<file path="src/rtl/vga_timing_gen.sv">
// Raster timing generator: h/v counters advanced by a pixel strobe, producing
// registered sync, pixel position, active flag, frame-end pulse and frame count.
module vga_timing_gen #(
  parameter int unsigned H_ACTIVE = 640,
  parameter int unsigned H_FP     = 16,
  parameter int unsigned H_SYNC   = 96,
  parameter int unsigned H_BP     = 48,
  parameter int unsigned V_ACTIVE = 480,
  parameter int unsigned V_FP     = 10,
  parameter int unsigned V_SYNC   = 2,
  parameter int unsigned V_BP     = 33,
  parameter bit          SYNC_POL = 1'b0
) (
  input  logic       i_clk,
  input  logic       i_rst,
  input  logic       i_pix_stb,
  output logic       o_hs,
  output logic       o_vs,
  output logic [9:0] o_x,
  output logic [8:0] o_y,
  output logic       o_active,
  output logic       o_animate,
  output logic [7:0] o_frame
);

  localparam int unsigned H_TOTAL = H_ACTIVE + H_FP + H_SYNC + H_BP;
  localparam int unsigned V_TOTAL = V_ACTIVE + V_FP + V_SYNC + V_BP;

  localparam logic [9:0] H_ACT_END  = 10'(H_ACTIVE - 1);
  localparam logic [9:0] H_FP_END   = 10'(H_ACTIVE + H_FP - 1);
  localparam logic [9:0] H_SYNC_END = 10'(H_ACTIVE + H_FP + H_SYNC - 1);
  localparam logic [9:0] H_LAST     = 10'(H_TOTAL - 1);
  localparam logic [9:0] V_ACT_END  = 10'(V_ACTIVE - 1);
  localparam logic [9:0] V_FP_END   = 10'(V_ACTIVE + V_FP - 1);
  localparam logic [9:0] V_SYNC_END = 10'(V_ACTIVE + V_FP + V_SYNC - 1);
  localparam logic [9:0] V_LAST     = 10'(V_TOTAL - 1);

  if (H_ACTIVE > 1024 || V_ACTIVE > 512 || H_TOTAL > 1024 || V_TOTAL > 1024) begin : g_bad_cfg
    $fatal(1, "vga_timing_gen: timing parameters exceed counter/output widths");
  end

  typedef enum logic [1:0] {HS_ACT, HS_FRONT, HS_SYNC, HS_BACK} h_state_e;
  typedef enum logic [1:0] {VS_ACT, VS_FRONT, VS_SYNC, VS_BACK} v_state_e;

  h_state_e   h_state_q, h_state_d;
  v_state_e   v_state_q, v_state_d;
  logic [9:0] h_cnt_q, h_cnt_d;
  logic [9:0] v_cnt_q, v_cnt_d;
  logic [7:0] frame_q, frame_d;
  logic       line_adv;
  logic       animate_d;
  logic       hs_q, vs_q, active_q, animate_q;
  logic [9:0] x_q;
  logic [8:0] y_q;

  // Next counter/state values; identical to current ones when no strobe.
  always_comb begin
    h_cnt_d   = h_cnt_q;
    h_state_d = h_state_q;
    v_cnt_d   = v_cnt_q;
    v_state_d = v_state_q;
    frame_d   = frame_q;
    line_adv  = 1'b0;
    if (i_pix_stb) begin
      line_adv = (h_cnt_q == H_LAST);
      h_cnt_d  = line_adv ? 10'd0 : h_cnt_q + 10'd1;
      case (h_state_q)
        HS_ACT:   if (h_cnt_q == H_ACT_END)  h_state_d = HS_FRONT;
        HS_FRONT: if (h_cnt_q == H_FP_END)   h_state_d = HS_SYNC;
        HS_SYNC:  if (h_cnt_q == H_SYNC_END) h_state_d = HS_BACK;
        HS_BACK:  if (line_adv)              h_state_d = HS_ACT;
        default:                             h_state_d = HS_ACT;
      endcase
      if (line_adv) begin
        v_cnt_d = (v_cnt_q == V_LAST) ? 10'd0 : v_cnt_q + 10'd1;
        if (v_cnt_q == V_LAST) frame_d = frame_q + 8'd1;
        case (v_state_q)
          VS_ACT:   if (v_cnt_q == V_ACT_END)  v_state_d = VS_FRONT;
          VS_FRONT: if (v_cnt_q == V_FP_END)   v_state_d = VS_SYNC;
          VS_SYNC:  if (v_cnt_q == V_SYNC_END) v_state_d = VS_BACK;
          VS_BACK:  if (v_cnt_q == V_LAST)     v_state_d = VS_ACT;
          default:                             v_state_d = VS_ACT;
        endcase
      end
    end
  end

  // Frame-end pulse: strobe leaving the last visible pixel of the last visible line.
  assign animate_d = i_pix_stb && (h_cnt_q == H_ACT_END) && (v_cnt_q == V_ACT_END);

  // Outputs are decoded from the next-state values so they line up with the counters.
  always_ff @(posedge i_clk) begin
    if (i_rst) begin
      h_cnt_q   <= 10'd0;
      v_cnt_q   <= 10'd0;
      h_state_q <= HS_ACT;
      v_state_q <= VS_ACT;
      frame_q   <= 8'd0;
      hs_q      <= ~SYNC_POL;
      vs_q      <= ~SYNC_POL;
      x_q       <= 10'd0;
      y_q       <= 9'd0;
      active_q  <= 1'b1;
      animate_q <= 1'b0;
    end else begin
      h_cnt_q   <= h_cnt_d;
      v_cnt_q   <= v_cnt_d;
      h_state_q <= h_state_d;
      v_state_q <= v_state_d;
      frame_q   <= frame_d;
      hs_q      <= (h_state_d == HS_SYNC) ? SYNC_POL : ~SYNC_POL;
      vs_q      <= (v_state_d == VS_SYNC) ? SYNC_POL : ~SYNC_POL;
      x_q       <= (h_state_d == HS_ACT) ? h_cnt_d : 10'd0;
      y_q       <= (v_state_d == VS_ACT) ? v_cnt_d[8:0] : 9'd0;
      active_q  <= (h_state_d == HS_ACT) && (v_state_d == VS_ACT);
      animate_q <= animate_d;
    end
  end

  assign o_hs      = hs_q;
  assign o_vs      = vs_q;
  assign o_x       = x_q;
  assign o_y       = y_q;
  assign o_active  = active_q;
  assign o_animate = animate_q;
  assign o_frame   = frame_q;

endmodule

</file>
<file path="config.mk">
export PLATFORM = sky130hd
export DESIGN_NAME = vga_timing_gen
export DESIGN_NICKNAME = d
export VERILOG_FILES = /design/src/rtl/vga_timing_gen.sv
export SDC_FILE = /design/constraint.sdc
export NUM_CORES = 1
export LEC_CHECK = 0
export ABC_AREA = 1
export CAP_MARGIN = 10
export CORE_UTILIZATION = 54
export DETAILED_ROUTE_END_ITERATION = 10
export PLACE_DENSITY_LB_ADDON = 0.12
export SYNTH_ARGS = -nofsm -noshare
export SYNTH_HDL_FRONTEND = slang
export SYNTH_SLANG_ARGS = --single-unit
</file>
<file path="constraint.sdc">
create_clock -name i_clk -period 1.75 [get_ports i_clk]
set_clock_uncertainty 0.05 [all_clocks]
set_input_delay 0.175 -clock i_clk [delete_from_list [all_inputs] [get_ports i_clk]]
set_output_delay 0.175 -clock i_clk [all_outputs]
set_load 0.005 [all_outputs]
</file>
After elaboration in Yosys (flattened, before gate mapping)
Index checks and enable logic that the tools add are counted.
- register bits: 55
- latch bits: 0
- memory bits (writable): 0
- ROM bits: 0
- input port bits: 3
- word-level logic and storage cells: 64
- memories kept: 0
- add/sub/neg operators: 3
- multiply operators: 0
- divide/modulo/power cells: 0
- order comparisons: 0
- equality and inequality tests: 16
- shifts and indexed selects: 0
- mux-type cells: 20
- bitwise logic cells: 2
- reductions and logical operators: 11
- operator list (operator ; number):
    == test 10 bit (second input constant) ; 5
    == test 10 x 9 -> 1 bit (second input constant) ; 3
    2-to-1 mux 10 bit ; 3
    2-to-1 mux 2 bit ; 11
    adder 10 x 1 -> 10 bit (second input constant) ; 2
    2-to-1 mux 9 bit ; 2
    one-hot mux 2 bit (4 select lines) ; 2
    == test 2 bit (second input constant) ; 6
    adder 8 x 1 -> 8 bit (second input constant) ; 1
    zero test 2 bit ; 4
    == test 2 x 1 -> 1 bit (second input constant) ; 2
    OR reduction 2 bit ; 2
    logical AND 1 bit ; 3
    AND reduction 3 bit ; 1
    2-to-1 mux 1 bit ; 2
    inverter 1 bit ; 2
    AND reduction 2 bit ; 1

Logic depth before layout (Yosys ltp)
Gate-level depths: netlist of run 1.
- depth in word-level cells: 8
- mapped depth: 12

Least setup slack after synthesis of run 1
No wires, ideal clock.
- kind: register to register
- start point: reg h_cnt_q[0]
- end point: reg x_q[7] (netlist: o_x[7])
- library setup time: 62 ps
- arrival: 1474 ps
- data required time: 1638 ps
- slack: 164 ps
- stages on the path, launching flop included: 12
- clock period less this slack: 1586 ps
- cells stage by stage: dfxtp_1 > ha_1 > nand3_4 > clkinv_2 > nand3_4 > nor2_8 > nand2_2 > nand2_2 > inv_2 > a21oi_4 > nand2_4 > nor2_2
- cells in the longest elaborated chain, start to end: 7
- ends and longest elaborated chain (what ; RTL line ; text):
    start: declaration ; 47 ; logic [9:0] h_cnt_q, h_cnt_d;
    start signal: assignment ; 106 ; h_cnt_q <= h_cnt_d;
    == test 10 bit (on tied branches) ; n/a ;
    2-to-1 mux 2 bit (on tied branches) ; n/a ;
    one-hot mux 2 bit (4 select lines) ; 67 ; case (h_state_q)
    2-to-1 mux 2 bit ; 64 ; if (i_pix_stb) begin
    zero test 2 bit ; 113 ; x_q <= (h_state_d == HS_ACT) ? h_cnt_d : 10'd0;
    inverter 1 bit (no line) ; n/a ;
    OR reduction 2 bit (no line) ; n/a ;
    end signal: assignment ; 113 ;
    end: declaration ; 53 ; logic [9:0] x_q;
Parallel ways exist; a longest one is shown, timed or not.
A chain may end at the register's enable or synchronous reset.

Final worst setup path of run 1
- start point: reg h_cnt_q[0]
- end point: reg x_q[1] (netlist: o_x[1])
The elaborated chain is that of the path after synthesis.

==> results of run 1 <==
## kinds of logic after synthesis
logic type	after synthesis	share of synthesized area
AO/OA/AOI/OAI	26	0.0589
XOR/XNOR	12	0.0405
adder cells (fa/ha/maj)	5	0.0241
buffers and inverters	46	0.0690
flip-flops	55	0.425
AND/OR/NAND/NOR	196	0.383
## per-stage QoR
step | power [mW] | util
after global placement | 1.43 | 0.696
after detailed placement | 1.43 | 0.696
after CTS | 2.09 | 0.716
final | 2.09 | 0.747
after floorplan | 1.38 | -
after global routing | 2.17 | 0.747
## path summary, 6_finish.rpt
check                          start  depth (start not counted)                 endpoint  slack (ns)
max            h_cnt_q[0]$_SDFF_PP0_                          9        o_x[1]$_SDFF_PP0_        0.07
min          o_frame[6]$_SDFFE_PP0P_                          2  o_frame[6]$_SDFFE_PP0P_        0.47
max reg2reg    h_cnt_q[0]$_SDFF_PP0_                          9        o_x[1]$_SDFF_PP0_        0.07
min reg2reg  o_frame[6]$_SDFFE_PP0P_                          2  o_frame[6]$_SDFFE_PP0P_        0.47
## final cells by class
cell class	instances	area (um^2)
Multi-Input combinational cell	239	1410
Fill cell	357	1130
Sequential cell	55	1110
Timing Repair Buffer	57	514
Inverter	41	159
Clock buffer	7	76.3
Tap cell	52	65.1
Clock inverter	1	5.00
## registers in the layout (all words and copies together) (netlist names)
name	count
h_cnt_q	10
h_state_q	2
o_active	1
o_animate	1
o_frame	8
o_hs	1
o_vs	1
o_x	10
o_y	9
v_cnt_q	10
v_state_q	2
## routing by layer
metal | part of all wire | routed length, um
met5 | 0 | 0
met2 | 0.45 | 2570
met1 | 0.48 | 2760
met4 | 0.022 | 125
met3 | 0.047 | 266
## cell usage in the layout, fill, tap and decap left out, types with 2 or more instances in the layout
cell type         n
o21ai_0           9
nand3_4           3
nor2_1           48
nor3_1            7
inv_1            32
nand2_4           4
nand3_1          19
clkbuf_8          5
buf_4            23
clkbuf_1          2
inv_2             7
a31oi_1           2
xor2_1            9
ha_1              4
nor2_4            4
clkdlybuf4s50_1  33
nor2_2           19
nand4_1           8
nand3_2           3
xnor2_1           3
and2_1            2
nand2_2           5
nand2_1          61
dfxtp_4           2
dfxtp_1          48
inv_4             2
dfxtp_2           5
nor3_2            5
a21oi_1          10
## power by group through the flow
stage,registers (mW),logic [mW],clock network (mW)
2_1_floorplan,1.30,0.0783,0
3_3_place_gp,1.30,0.128,0
3_5_place_dp,1.30,0.129,0
4_1_cts,1.27,0.130,0.692
5_1_grt,1.27,0.151,0.748
6_report,1.27,0.139,0.675
## worst max-delay path, cell delays in order (launching register included)
cell and delay (ns):
dfxtp_2 0.37, ha_4 0.15, nand3_4 0.11, nor2_2 0.12
nand2_2 0.14, a21oi_2 0.15, nand2_1 0.12, a21oi_4 0.18
nand2_4 0.12, nor2_2 0.10
## timing repair
item | 4_1_cts | 5_1_grt
setup buffers | 0 | 4
resized for setup | 2 | 34
pin swaps | 0 | 7
endpoints found under the setup margin | 3 | 42
==> flow_metrics.env, run 1 <==
export IMPL_combPwrFrac=0.067
export IMPL_first_pass_iters=8
export IMPL_dp_final_hpwl_um=4250
export IMPL_io_buffers=33
export IMPL_via_count=2300
export IMPL_dpl_worst_slack_ns=-0.0819
export IMPL_ys_seq_area_frac=0.425
export IMPL_die_height_um=71.3
export IMPL_dpl_instance_area_um2=3120
export IMPL_num_rows=24
export IMPL_run_status="finished with violations"
export IMPL_setup_violations=0
export IMPL_cts_tree="built"
export IMPL_drcViolationCount=3
export IMPL_violations="design-rule violations"
export IMPL_fin_crit_ns=1.68
export IMPL_avgSynthCellArea_um2=7.63
export IMPL_synth_ff_type="dfxtp_1"
export IMPL_hold_ws_ns=0.466
export IMPL_powerDensity_nw_per_um2=624
export IMPL_cp_end_kind="flop"
export IMPL_clock_latency_ns=0.31
export IMPL_cts_sinks=55
export IMPL_cp_max_fo=6
export IMPL_drive_above_1_share=0.248
export IMPL_synthDistinctLibCells=36
export IMPL_cts_buffer_depth=2
export IMPL_final_cells=452
export IMPL_yosysWarnings=0
export IMPL_avgViaCountPerCell=5.09
export IMPL_clock_root_buffer="clkbuf_8"
export IMPL_synthTopCellsByArea="dfxtp_1 42%, nand2_1 9.1%, nor2_1 7.7%, inv_1 5.1%, nand3_1 4.1%"
export IMPL_async_reset_ff_frac=0
export IMPL_coreArea_um2=4470
export IMPL_rsz0062_at_grt="yes"
export IMPL_chipWidth_um=71.3
export IMPL_syn_inst=340
export IMPL_cell_internal_pwr_mw=1.60
export IMPL_grtUsageMet2=0.353
export IMPL_synth_most_common_cell="nand2_1"
export IMPL_p_switching_mw=0.487
export IMPL_start_kind="flop"
export IMPL_busiest_layer="met2"
export IMPL_layout_setup_ws_ns=0.0709
export IMPL_hold_viol_final=0
export IMPL_grt_util_all_layers=0.238
export IMPL_critPathKind="flop to flop"
export IMPL_ys_top_cells_by_count="63 x nand2_1, 55 x dfxtp_1, 53 x nor2_1, 35 x inv_1, 21 x nand3_1"
export IMPL_slew_violations=0
export IMPL_vdd_ir_drop_max_uv=453
export IMPL_gr_total_overflow=0
export IMPL_maxCapViolCount=0
export IMPL_grt_max_degree=16
export IMPL_dp_cells=440
export IMPL_switching_share=0.234
export IMPL_clockPowerShare=0.324
export IMPL_synth_seq_cells=55
export IMPL_setup_tns_ns=0
export IMPL_timing_fmax_mhz=596
export IMPL_htree_num_levels=2
export IMPL_slew_headroom=0.709
export IMPL_postCtsHoldBufs=0
export IMPL_post_drt_wl_per_cell_um=12.6
export IMPL_synth_top_area_frac=0.425
export IMPL_diodes=0
export IMPL_drt_iter0_drc=140
export IMPL_cts_inserted_buffers=5
export IMPL_yosysTopAreaCell="dfxtp_1"
export IMPL_die_area_um2=5080
export IMPL_tightest_slew_ns=0.432
export IMPL_synthesis_area_um2=2590
export IMPL_synth_nets=348
export IMPL_leakagePower_nw=1.36
export IMPL_fin_crit_sh=0.960
export IMPL_pin_count=34
export IMPL_use_met3=0.0436
export IMPL_grtUsageMet1=0.328
export IMPL_hold_path_class="flop to flop"
export IMPL_ant_nets=0
export IMPL_wirelength_um=5720
export IMPL_start_util=0.580
export IMPL_p_seq_frac=0.610
export IMPL_grt_first_pass_wirelength_um=9310
export IMPL_grt_pass1_vias=2132
export IMPL_place_congestion=0.932
export IMPL_postLayoutCellArea_um2=3340
export IMPL_antenna_found_initial=0
export IMPL_nNetsFinal=407
export IMPL_synth_edf_count=0
export IMPL_clk_pin_slew_ns=0.09
export IMPL_arrival_ns=1.89
export IMPL_cp_required_ns=1.96
export IMPL_area_delta_synth_final_pct=28.8
(Power assumes the default switching activity.)
==> run 2: changes to the inputs <==
CORE_ASPECT_RATIO = 2   (was default)
REMOVE_ABC_BUFFERS = 1   (was default)
clock period = 1.6 ns   (was 1.75 ns; I/O delays follow)
==> run 2 against run 1 <==
Setup slack lost 0.29 ns. Sequential power increased by 9%. Non-clock buffer count increased by 32. Die area rose by 0.33%. Fmax decreased by 7.5%. Clock power increased by 41%. Routed wire length increased by 44%. The run ends with negative setup slack left. Clock-buffer cell count is 1 lower.
==> flow_metrics.env, run 2 (synthesis results as in run 1) <==
export IMPL_min_path_cells=2
export IMPL_clk_pin_slew_ns=0.09
export IMPL_setup_violations=39
export IMPL_vdd_ir_drop_max_uv=879
export IMPL_die_area_um2=5100
export IMPL_leakagePower_nw=1.63
export IMPL_wirelength_um=8260
export IMPL_path_buf_inv=0
export IMPL_post_drt_wl_per_cell_um=17.0
export IMPL_coreArea_um2=4600
export IMPL_ant_nets=0
export IMPL_drt_iter0_drc=117
export IMPL_hold_path_class="flop to flop"
export IMPL_cp_max_fo=9
export IMPL_gr_total_overflow=0
export IMPL_drive_above_1_share=0.407
export IMPL_avgViaCountPerCell=5.62
export IMPL_die_height_um=100
export IMPL_cts_tree="built"
export IMPL_nFillCells=265
export IMPL_min_from="o_frame[1]$_SDFFE_PP0P_"
export IMPL_chipWidth_um=51.0
export IMPL_htree_num_levels=2
export IMPL_violations="negative setup slack"
export IMPL_pin_count=34
export IMPL_clock_latency_ns=0.31
export IMPL_layout_setup_ws_ns=-0.215
export IMPL_layout_cells_most_common="nand2_1"
export IMPL_rrSetupSlack_ns=-0.22
export IMPL_timing_fmax_mhz=551
export IMPL_rsz0062_at_grt="yes"
export IMPL_slew_violations=0
export IMPL_area_delta_synth_final_pct=50.4
export IMPL_worst_path_stages=7
export IMPL_postCtsHoldBufs=0
export IMPL_critPathKind="flop to flop"
export IMPL_hold_viol_final=0
export IMPL_cp_required_ns=1.75
export IMPL_first_pass_iters=6
export IMPL_cp_end_kind="flop"
export IMPL_crit_family="simple AND/OR/NAND/NOR gates"
export IMPL_nNetsFinal=439
export IMPL_grt_first_pass_wirelength_um=11400
export IMPL_dpl_worst_slack_ns=-0.217
export IMPL_cts_sinks=55
export IMPL_grt_max_degree=17
export IMPL_num_rows=35
export IMPL_via_count=2738
export IMPL_arrival_ns=1.96
export IMPL_fin_crit_ns=1.82
export IMPL_start_util=0.564
export IMPL_powerDensity_nw_per_um2=647
export IMPL_grt_util_all_layers=0.299
export IMPL_cp_cell_sequence="nand2_1 -> nor3_1 -> a21oi_1 -> o21ai_1 -> nand2_4 -> nand2_8 -> nor2_2"
export IMPL_maxCapViolCount=0
export IMPL_slew_headroom=0.748
export IMPL_crit_slowest_cell="dfxtp_2"
export IMPL_layout_common_cells="51 x nand2_1, 46 x buf_4, 45 x dfxtp_1"
export IMPL_clock_root_buffer="clkbuf_8"
export IMPL_io_buffers=33
export IMPL_run_status="finished with violations"
export IMPL_post_route_util=0.848
export IMPL_grt_pass1_vias=2671
export IMPL_ff2ff_path_depth=7
export IMPL_fin_crit_sh=1.13
export IMPL_total_power_mw=2.53
export IMPL_place_congestion=0.922
export IMPL_drcViolationCount=0
export IMPL_worstSetupStartpoint="v_cnt_q[7]$_SDFF_PP0_"
export IMPL_start_kind="flop"
export IMPL_diodes=0
export IMPL_antenna_found_initial=0
export IMPL_cpPeakStageDelay_ns=0.39
export IMPL_cts_inserted_buffers=5
export IMPL_reg2reg_from="v_cnt_q[7]$_SDFF_PP0_"
export IMPL_tightest_slew_ns=0.375
export IMPL_cts_buffer_depth=2
export IMPL_dp_final_hpwl_um=5030
[run 2: power by group]
| group | switching, mW | internal [mW] | total, mW |
|---|---|---|---|
| registers | 0.0102 | 1.38 | 1.39 |
| clock network | 0.443 | 0.507 | 0.950 |
| logic | 0.116 | 0.0682 | 0.184 |
| total | 0.569 | 1.96 | 2.53 |
[run 2: layer usage]
layer  GRT usage  up-vias  share of wire
li1            -     1257              -
met2       0.563      154           0.54
met3      0.0364       59          0.054
met1       0.259     1268           0.33
met5           0        -              0
met4       0.261        0          0.081
[run 2: timing repair]
item                                    CTS  global route
endpoints found under the setup margin   44            47
resized for setup                        51            61
setup buffers                             9             4
pin swaps                                17            31
[run 2: worst reg2reg max path: cells and delay by family, from the launching register on]
family / cells / cell delay (ns)
and+or+nand+nor: 5 / 0.88
AOI/OAI and AO/OA: 2 / 0.40
DFF: 1 / 0.39
[run 2: path summary, 6_finish.rpt]
kind                                                end
worst max-delay path                  o_y[0]$_SDFF_PP0_
worst max register to register        o_y[0]$_SDFF_PP0_
worst min-delay path            o_frame[1]$_SDFFE_PP0P_
worst min register to register  o_frame[1]$_SDFFE_PP0P_
[run 2: through the flow]
stage	TNS (ns)	instance area [um^2]	std cells	hold WS (ns)
6_report	-4.13	3900	487	0.470
5_1_grt	-8.02	3900	487	0.493
4_1_cts	-0.605	3680	484	0.465
3_5_place_dp	-5.14	3300	467	0.451
3_3_place_gp	-3.54	3300	467	0.437
2_1_floorplan	0	2570	335	0.179
[run 2: layout make-up]
type / count / area, um^2 / share of cell area
multi-input cells: 239 / 1640 / 0.421
flip-flops and latches: 55 / 1120 / 0.286
repair buffers: 89 / 788 / 0.202
inverters: 41 / 166 / 0.0427
clock buffers: 6 / 82.6 / 0.0212
well taps: 55 / 68.8 / 0.0176
clock inverters: 2 / 35.0 / 0.00898
==> run 3: changes to the inputs <==
CORE_UTILIZATION = 45   (was 54)
HOLD_SLACK_MARGIN = 0.08   (was default)
==> run 3 against run 2 <==
The flow still finishes with violations (negative setup slack). Sequential share of layout area increased by 1.7 points. Sequential power about the same. Register-to-register slack improved by 0.12 ns. Global-route usage decreased by 7.3 points. Via count decreased by 8.9%. Flip-flop and latch count unchanged. Combinational power decreased by 10%.
==> flow_metrics.env, run 3 (synthesis results as in run 1) <==
export IMPL_hold_viol_final=0
export IMPL_cp_required_ns=1.81
export IMPL_ant_nets=0
export IMPL_arrival_ns=1.90
export IMPL_violations="negative setup slack"
export IMPL_postCtsHoldBufs=0
export IMPL_clk_pin_slew_ns=0.09
export IMPL_dp_final_hpwl_um=4970
export IMPL_layout_common_cells="54 x nand2_1, 45 x nor2_1, 44 x dfxtp_1"
export IMPL_gr_total_overflow=0
export IMPL_io_buffers=33
export IMPL_die_height_um=109
export IMPL_run_status="finished with violations"
export IMPL_area_delta_synth_final_pct=42.3
export IMPL_setup_violations=29
export IMPL_diodes=0
export IMPL_drt_iter0_drc=77
export IMPL_grt_pass1_vias=2474
export IMPL_nNetsFinal=431
export IMPL_grt_max_degree=22
export IMPL_leakagePower_nw=1.50
export IMPL_first_pass_iters=4
export IMPL_ff2ff_path_depth=9
export IMPL_cts_inserted_buffers=5
export IMPL_final_cells=482
export IMPL_via_count=2493
export IMPL_place_congestion=0.939
export IMPL_hold_path_class="flop to flop"
export IMPL_cp_common_cell="nand2_2"
export IMPL_cts_sinks=55
export IMPL_start_kind="flop"
export IMPL_tightest_slew_ns=0.347
export IMPL_fin_crit_ns=1.70
export IMPL_maxCapViolCount=0
export IMPL_clock_root_buffer="clkbuf_8"
export IMPL_wirelength_um=6700
export IMPL_die_area_um2=6090
export IMPL_grt_util_all_layers=0.225
export IMPL_dpl_instance_area_um2=3310
export IMPL_timing_fmax_mhz=590
export IMPL_cts_buffer_depth=2
export IMPL_avgViaCountPerCell=5.17
export IMPL_min_from="o_frame[7]$_SDFFE_PP0P_"
export IMPL_grt_first_pass_wirelength_um=10500
export IMPL_min_path_cells=2
export IMPL_cts_tree="built"
export IMPL_pin_count=34
export IMPL_critPathKind="flop to flop"
export IMPL_rrSetupSlack_ns=-0.1
export IMPL_layout_setup_ws_ns=-0.0955
export IMPL_nFillCells=481
export IMPL_drive_above_1_share=0.360
export IMPL_powerDensity_nw_per_um2=614
export IMPL_cp_cell_sequence="buf_4 -> nand4_2 -> nor2_8 -> nand2_2 -> nand2_2 -> inv_2 -> a21oi_4 -> nand2_4 -> nor2_2"
export IMPL_min_to="o_frame[7]$_SDFFE_PP0P_"
export IMPL_cp_end_kind="flop"
export IMPL_post_drt_wl_per_cell_um=13.9
export IMPL_slew_violations=0
export IMPL_antenna_found_initial=0
export IMPL_cpPeakStageDelay_ns=0.46
export IMPL_clock_latency_ns=0.31
export IMPL_vdd_ir_drop_max_uv=614
export IMPL_coreArea_um2=5470
export IMPL_postLayoutCellArea_um2=3690
export IMPL_reg2reg_from="h_cnt_q[9]$_SDFF_PP0_"
export IMPL_chipWidth_um=55.7
export IMPL_drcViolationCount=0
export IMPL_slew_headroom=0.766
export IMPL_layout_cells_most_common="nand2_1"
export IMPL_fin_crit_sh=1.06
export IMPL_htree_num_levels=2
export IMPL_cp_max_fo=6
export IMPL_num_rows=38
export IMPL_dp_cells=471
export IMPL_start_util=0.474
export IMPL_r2r_end="o_x[0]$_SDFF_PP0_"
export IMPL_rsz0062_at_grt="yes"
export IMPL_crit_slowest_cell="dfxtp_1"
run 3: cell types whose count changed in the layout (fill, tap and decap cells not counted), moves of 3 or more:
| cell | change |
|---|---|
| buf_4 | -6 |
| buf_6 | -3 |
| inv_1 | +3 |
| nand2_1 | +3 |
| nand2_4 | -4 |
| nor2_1 | +3 |
| nor2_4 | -5 |
| o21ai_0 | +4 |
| o21ai_2 | -3 |
run 3: worst max path at each step:
stage / from / slack, ns / to / depth (start not counted)
global placement: i_pix_stb / -0.20 / o_x[7]$_SDFF_PP0_ / 10
global route: h_cnt_q[9]$_SDFF_PP0_ / -0.19 / v_cnt_q[6]$_SDFF_PP0_ / 9
finish: h_cnt_q[9]$_SDFF_PP0_ / -0.1 / o_x[0]$_SDFF_PP0_ / 9
detailed placement: i_pix_stb / -0.21 / o_x[7]$_SDFF_PP0_ / 10
CTS: h_cnt_q[6]$_SDFF_PP0_ / -0.07 / o_frame[3]$_SDFFE_PP0P_ / 7
floorplan: h_cnt_q[0]$_SDFF_PP0_ / 0.01 / o_x[7]$_SDFF_PP0_ / 11
run 3: repair_timing:
item / in CTS / in global routing
resized for setup: 22 / 56
setup endpoints to repair: 42 / 46
pin swaps: 4 / 16
setup buffers: 3 / 2
gates cloned: 0 / 0
run 3: power breakdown:
part           switching (mW)  total (mW)  internal (mW)
registers              0.0107        1.39           1.38
clock network           0.417       0.710          0.293
logic                  0.0988       0.165         0.0659
run 3: layout make-up:
type	count	area, um^2	area share
Multi-Input combinational cell	239	1530	0.416
Clock buffer	6	72.6	0.0197
Sequential cell	55	1120	0.303
Timing Repair Buffer	81	729	0.198
Inverter	41	161	0.0437
Tap cell	60	75.1	0.0203
run 3: per-layer routing:
layer	vias to the layer above	GRT usage	wire length [um]
met5	-	0	0
li1	1238	-	-
met3	32	0.0388	252
met1	1142	0.207	2360
met2	81	0.424	3690
met4	0	0.186	400
run 3: worst max-delay path, delay by kind of cell (launching register included):
| family | cells | cell delay, ns |
|---|---|---|
| compound gates | 1 | 0.16 |
| simple gates | 6 | 0.77 |
| buf+inv | 2 | 0.21 |
| flops | 1 | 0.46 |
run 3: stage by stage:
| step | total power, mW | TNS, ns | utilization | hold WS (ns) | worst slack, ns |
|---|---|---|---|---|---|
| after floorplan | 1.49 | 0 | - | 0.179 | 0.0142 |
| after global placement | 1.57 | -4.97 | 0.605 | 0.438 | -0.199 |
| after detailed placement | 1.57 | -5.30 | 0.605 | 0.448 | -0.207 |
| after CTS | 2.28 | -1.33 | 0.636 | 0.462 | -0.0694 |
| after global routing | 2.36 | -5.11 | 0.675 | 0.489 | -0.194 |
| final | 2.27 | -1.57 | 0.675 | 0.458 | -0.0955 |
